$ cat src/rtl/mips_pkg.sv
// Shared MIPS32 front-end types: fetch FSM states, next-PC select codes, reset/exception defaults.
package mips_pkg;

   localparam int unsigned DATA_WIDTH     = 32;
   localparam logic [31:0] RESET_PC_DEF   = 32'h0000_0000;
   localparam logic [31:0] EXC_VECTOR_DEF = 32'h0000_0180;

   typedef enum logic {
      FETCH = 1'b0,
      EXEC  = 1'b1
   } fetch_state_t;

   typedef enum logic [2:0] {
      NPC_SEQ = 3'd0,
      NPC_BR  = 3'd1,
      NPC_J   = 3'd2,
      NPC_JR  = 3'd3,
      NPC_EXC = 3'd4
   } npc_sel_t;

   // Word fetches require the two low address bits clear.
   function automatic logic is_misaligned(input logic [1:0] low_bits);
      return low_bits != 2'b00;
   endfunction

endpackage

$ cat src/rtl/next_pc_mux.sv
// Priority next-PC selection (exc > jr > j > branch > seq) with word-alignment fallback to the exception vector.
module next_pc_mux
   import mips_pkg::*;
#(
   parameter int unsigned                  DATA_WIDTH = mips_pkg::DATA_WIDTH,
   parameter logic [DATA_WIDTH-1:0]        EXC_VECTOR = EXC_VECTOR_DEF
) (
   input  logic [DATA_WIDTH-1:0] pc_plus4,
   input  logic                  exc,
   input  logic                  jump_reg,
   input  logic [DATA_WIDTH-1:0] jr_target,
   input  logic                  jump,
   input  logic [DATA_WIDTH-5:0] jump_index_sh,
   input  logic                  branch_taken,
   input  logic [DATA_WIDTH-1:0] branch_offset_sh,
   output logic [DATA_WIDTH-1:0] next_pc_c,
   output logic                  misalign_c
);

   npc_sel_t              sel;
   logic [DATA_WIDTH-1:0] target;

   // Priority encode the redirect requests.
   always_comb begin
      sel = NPC_SEQ;
      if (exc)               sel = NPC_EXC;
      else if (jump_reg)     sel = NPC_JR;
      else if (jump)         sel = NPC_J;
      else if (branch_taken) sel = NPC_BR;
   end

   // Target generation; all sums wrap modulo 2^DATA_WIDTH.
   always_comb begin
      target = pc_plus4;
      case (sel)
         NPC_EXC: target = EXC_VECTOR;
         NPC_JR:  target = jr_target;
         NPC_J:   target = {pc_plus4[DATA_WIDTH-1:DATA_WIDTH-4], jump_index_sh};
         NPC_BR:  target = pc_plus4 + branch_offset_sh;
         default: target = pc_plus4;
      endcase
   end

   always_comb begin
      misalign_c = is_misaligned(target[1:0]);
      next_pc_c  = misalign_c ? EXC_VECTOR : target;
   end

endmodule

$ cat src/rtl/pc_fetch_unit.sv
// MIPS32 program counter and instruction fetch: req/ack fetch, EXEC step with stall, next-PC redirect.
module pc_fetch_unit
   import mips_pkg::*;
#(
   parameter int unsigned           DATA_WIDTH = mips_pkg::DATA_WIDTH,
   parameter logic [DATA_WIDTH-1:0] RESET_PC   = RESET_PC_DEF,
   parameter logic [DATA_WIDTH-1:0] EXC_VECTOR = EXC_VECTOR_DEF
) (
   input  logic                  clk,
   input  logic                  rst_n,
   input  logic                  stall,
   input  logic                  exc,
   input  logic                  jump_reg,
   input  logic [DATA_WIDTH-1:0] jr_target,
   input  logic                  jump,
   input  logic [DATA_WIDTH-5:0] jump_index_sh,
   input  logic                  branch_taken,
   input  logic [DATA_WIDTH-1:0] branch_offset_sh,
   output logic                  imem_req,
   output logic [DATA_WIDTH-1:0] imem_addr,
   input  logic                  imem_ack,
   input  logic [DATA_WIDTH-1:0] imem_rdata,
   output logic [DATA_WIDTH-1:0] instr,
   output logic                  instr_valid,
   output logic [DATA_WIDTH-1:0] pc_out,
   output logic [DATA_WIDTH-1:0] pc_plus4,
   output logic                  misalign_err
);

   fetch_state_t          state;
   logic [DATA_WIDTH-1:0] pc;
   logic [DATA_WIDTH-1:0] next_pc;
   logic                  misalign;

   assign pc_plus4  = pc + DATA_WIDTH'(4);
   assign pc_out    = pc;
   assign imem_addr = pc;

   next_pc_mux #(
      .DATA_WIDTH (DATA_WIDTH),
      .EXC_VECTOR (EXC_VECTOR)
   ) u_next_pc_mux (
      .pc_plus4         (pc_plus4),
      .exc              (exc),
      .jump_reg         (jump_reg),
      .jr_target        (jr_target),
      .jump             (jump),
      .jump_index_sh    (jump_index_sh),
      .branch_taken     (branch_taken),
      .branch_offset_sh (branch_offset_sh),
      .next_pc_c        (next_pc),
      .misalign_c       (misalign)
   );

   // Fetch/exec sequencer; req is raised one edge after reset so a stale ack is never taken.
   always_ff @(posedge clk or negedge rst_n) begin
      if (!rst_n) begin
         state        <= FETCH;
         pc           <= RESET_PC;
         instr        <= '0;
         instr_valid  <= 1'b0;
         imem_req     <= 1'b0;
         misalign_err <= 1'b0;
      end else begin
         misalign_err <= 1'b0;
         case (state)
            FETCH: begin
               if (imem_req && imem_ack) begin
                  state       <= EXEC;
                  instr       <= imem_rdata;
                  instr_valid <= 1'b1;
                  imem_req    <= 1'b0;
               end else begin
                  imem_req <= 1'b1;
               end
            end
            EXEC: begin
               if (!stall) begin
                  state        <= FETCH;
                  pc           <= next_pc;
                  misalign_err <= misalign;
                  instr_valid  <= 1'b0;
                  imem_req     <= 1'b1;
               end
            end
            default: state <= FETCH;
         endcase
      end
   end

endmodule

$ cat config.mk
export PLATFORM = sky130hd
export DESIGN_NAME = pc_fetch_unit
export DESIGN_NICKNAME = d
export VERILOG_FILES = /design/src/rtl/mips_pkg.sv /design/src/rtl/next_pc_mux.sv /design/src/rtl/pc_fetch_unit.sv
export SDC_FILE = /design/constraint.sdc
export NUM_CORES = 1
export LEC_CHECK = 0
export ABC_AREA = 0
export BUFFER_PORTS_ARGS = -buffer_cell sky130_fd_sc_hd__buf_4
export CORE_ASPECT_RATIO = 1.5
export CORE_UTILIZATION = 44
export DETAILED_ROUTE_END_ITERATION = 7
export HOLD_SLACK_MARGIN = 0.05
export PLACE_DENSITY = 0.84
export SYNTH_ARGS = -nofsm -noshare
export SYNTH_HDL_FRONTEND = slang
export SYNTH_SLANG_ARGS = --single-unit
$ cat constraint.sdc
create_clock -name clk -period 3.3 [get_ports clk]
set_clock_uncertainty 0.1 [all_clocks]
set_input_delay 0.33 -clock clk [delete_from_list [all_inputs] [get_ports clk]]
set_output_delay 0.33 -clock clk [all_outputs]
set_load 0.02 [all_outputs]
==> parameters.txt <==
Parameter                              Value

Synth
  Proportion of synthesized flip-flops having asynchronous set or reset    100%
  Number of enable-type register cells in the synthesized netlist    0
  Netlist area before placement    0.00594 mm²
  YS warnings    0
  Seq/Total Area, Yosys    approximately 29%
  Count of cell types in the netlist    about 70
  Post-synth net total    855
  Avg Synthesized Cell Area    about 8.7 µm²
  Gate count after technology mapping    roughly 700
  Most common flop cell mapped by yosys    sky130_fd_sc_hd__dfrtp_1
  Synthesized flop and latch total    68

STA
  Sum of negative setup slack    -267 ps
  Transition time of the tightest slew-check pin    982 ps
  Number of hold-slack violations in the final timing report    0
  Final number of max-transition violations    0
  Min Clock Period, post-route    about 3400 ps
  Highest attainable clock frequency    296 MHz
  Count of final setup violators    6
  Worst slew margin    around a third
  Post-Route Hold Slack    between 100 and 150 ps
  Least setup slack across all paths after layout    -73.7 ps
  Unrepaired setup endpoints after global routing    true
  Period Utilization, post-route    102%

GRT
  First-pass GRT wire length    37.7 mm
  Overall fraction of global-route tracks in use    35.0%
  Vias in the first global route    around 7300
  Largest net degree at the start of global routing    between 60 and 70
  Number of antenna violations at the first check in global routing    0
  Total global routing overflow    0

Worst setup path
  FF-to-FF setup slack    -70 ps
  Worst Reg2Reg Path Length in Cells    14
  Worst reg2reg startpoint    imem_addr[5]
  Type of the worst setup path    reg2reg
  Endpoint required time on the critical path    between 3000 and 4000 ps
  Arrival @ worst endpoint    between 3000 and 4000 ps
  Crit path launch type    flip-flop
  RR Endpoint    imem_addr[15]
  Kind of capture point of the worst setup path    flip-flop
  Crit path max fanout    4
  CP peak stage delay    370 ps
  Library cell contributing the largest single delay on the critical path    sky130_fd_sc_hd__xor2_1
  Critical Path, Cell by Cell    and4_4 -> nand4_4 -> or2_4 -> nor2_4 -> xor2_4 -> ha_4 -> a21o_1 -> buf_6 -> a31oi_1 -> a21boi_0 -> xor2_1 -> o21ai_0 -> o2111ai_1 -> nand2_1

Final layout
  Fraction of final layout cells sized beyond drive strength 1    between 50% and 60%
  Number of antenna repair diodes    0
  Layout-stage area growth over the synthesis result    61.9%
  Leading cell types in the layout, fill and taps excluded    390 x sky130_fd_sc_hd__buf_4, 73 x sky130_fd_sc_hd__nand2_1, 56 x sky130_fd_sc_hd__dfrtp_1, 48 x sky130_fd_sc_hd__nor2_1
  Most common cell after layout, fill and taps aside    sky130_fd_sc_hd__buf_4
  Layout Utilization    roughly three quarters
  Final-layout fill cell count    ~880
  Final layout net count    about 1200

Floorplan
  Initial core utilization    a little under half
  Height of the die    about 140 µm
  Die Area    around 0.014 mm²
  Total number of placement rows    51
  Chip width    96.8 µm
  Core Box Area    ~0.013 mm²
  I/O pins    between 200 and 300

Place
  PortBufs    about 260
  Routability congestion estimate from global placement    0.972
  Hpwl dp    roughly 19 mm
  Worst Setup Slack post-DPL    -77.6 ps

Clock tree
  # clock sinks    between 60 and 70
  Clock latency on the worst-skew pair    350 ps
  Clock-pin slew on the worst setup and hold paths    around 70 ps
  CTS buffer count    9
  CTS H-tree depth    3
  Maximum number of buffers from clock root to sink    2
  TritonCTS clock tree    yes
  Buffer cell driving the clock tree root    sky130_fd_sc_hd__clkbuf_16

Status
  Outcome    finished with violations
  Violated checks    negative setup slack

Route
  Number of design-rule violations left by the first detailed-router iteration    approximately 570
  Via count normalized by instance count    ~6.1
  Residual antenna-violating net count after detailed routing    0
  Routed length per instance    22.0 µm
  Final wirelength    26.1 mm
  TritonRoute pass-1 iters    6
  DR vias    7248
  Number of DRC violations after detailed routing    0

Pwr
  Pwr dens    around 870 mW/mm²
  Peak supply drop    557 µV
  Total power of the final layout    between 8000 and 9000 µW
  Static power due to leakage    about 0.0046 µW

Worst hold path
  Destination of the worst hold path    instr[30]
  Class of the most critical hold timing path    in2reg
  Hold-critical path depth    2
  Worst Hold Launch    imem_rdata[30]

Run
  MaxCap Viol Count    0
-- repair_timing --
action / CTS / global route
hold buffers: 1 / 0
endpoints found under the setup margin: 8 / 19
gates cloned: 0 / 0
resized for setup: 10 / 50
setup buffers: 0 / 12
pin swaps: 3 / 38
hold endpoints to repair: 18 / 0
-- metrics by stage --
stage               instance area (µm²)  cells
finish                             9610   1186
global route                       9610   1186
CTS                                9280   1174
detailed placement                 8910   1157
global placement                   8910   1157
floorplan                          6250    684
-- flip-flops by register name, indices dropped and copies added, names as in the netlist --
signal,count
instr,32
imem_addr,32
imem_req,1
state,1
misalign_err,1
instr_valid,1
-- kinds of logic after synthesis --
family	after synthesis	synth area share (%)
xor+xnor	52	7.99
buf+inv	74	7.04
flops	68	28.7
fa+ha+maj	39	8.35
simple gates	217	17.8
mux	34	6.43
compound gates	200	23.7
-- critical path: cells and delay by family, from the launching register on --
family / cells / cell delay (ps)
buffers and inverters: 1 / 140
AO/OA/AOI/OAI: 5 / 980
adder cells (fa/ha/maj): 1 / 230
AND/OR/NAND/NOR: 5 / 900
XOR/XNOR: 2 / 550
flip-flops: 1 / 360
-- power by group --
| group | internal (µW) | leakage (µW) | switching [µW] |
|---|---|---|---|
| clock network | 598 | 0.000145 | 454 |
| logic | 2670 | 0.00369 | 3130 |
| registers | 1200 | 0.000813 | 344 |
-- synthesized netlist by cell type (3+ instances only) --
master                       n  area (µm²)
sky130_fd_sc_hd__a21o_1     14         105
sky130_fd_sc_hd__a21oi_1    40         200
sky130_fd_sc_hd__a221o_1     9        90.1
sky130_fd_sc_hd__a221oi_1   23         201
sky130_fd_sc_hd__a31oi_1    11        68.8
sky130_fd_sc_hd__a41oi_1     3        26.3
sky130_fd_sc_hd__and2_1      5        31.3
sky130_fd_sc_hd__and3_1     10        62.6
sky130_fd_sc_hd__and4_1      4        35.0
sky130_fd_sc_hd__buf_4      37         278
sky130_fd_sc_hd__clkbuf_1   27         101
sky130_fd_sc_hd__dfrtp_1    68        1700
sky130_fd_sc_hd__ha_1       38         475
sky130_fd_sc_hd__inv_1       7        26.3
sky130_fd_sc_hd__mux2_2     33         372
sky130_fd_sc_hd__nand2_1    75         282
sky130_fd_sc_hd__nand2b_1    6        37.5
sky130_fd_sc_hd__nand3_1    25         125
sky130_fd_sc_hd__nand4_1     8        50.1
sky130_fd_sc_hd__nor2_1     52         195
sky130_fd_sc_hd__nor2b_1     8        50.1
sky130_fd_sc_hd__nor3_1      9        45.0
sky130_fd_sc_hd__o2111ai_1   7        61.3
sky130_fd_sc_hd__o211ai_1    9        67.6
sky130_fd_sc_hd__o21a_1      6        45.0
sky130_fd_sc_hd__o21ai_0    39         195
sky130_fd_sc_hd__o22ai_1     3        18.8
sky130_fd_sc_hd__o31ai_1     6        45.0
sky130_fd_sc_hd__xnor2_1    29         254
sky130_fd_sc_hd__xor2_1     22         193
-- per-layer routing --
metal  global-route usage (%)  part of all wire, %  vias up
met5                        0                    0        -
met1                     36.3                   33     3409
met4                     25.8                  6.7        0
met2                     62.0                   51      514
met3                     8.17                  8.9      147
li1                         -                    -     3178
-- layout make-up --
cell class,instances,area (µm²),share of cell area [%]
Multi-Input combinational cell,542,4390,45.7
Timing Repair Buffer,394,2970,30.9
Sequential cell,68,1720,17.9
Clock buffer,9,225,2.34
Tap cell,159,199,2.07
Clock inverter,7,82.6,0.859
Inverter,7,26.3,0.273
-- how the worst max path moves through the flow --
stage,startpoint,end,depth (start not counted)
after floorplan,imem_addr[5],imem_addr[30],15
after global placement,imem_addr[6],imem_addr[30],15
after detailed placement,imem_addr[6],imem_addr[30],15
after CTS,imem_addr[6],imem_addr[30],15
after global routing,imem_addr[5],imem_addr[15],14
final,imem_addr[5],imem_addr[15],14
Note: power is estimated with default switching activity, not from simulation.
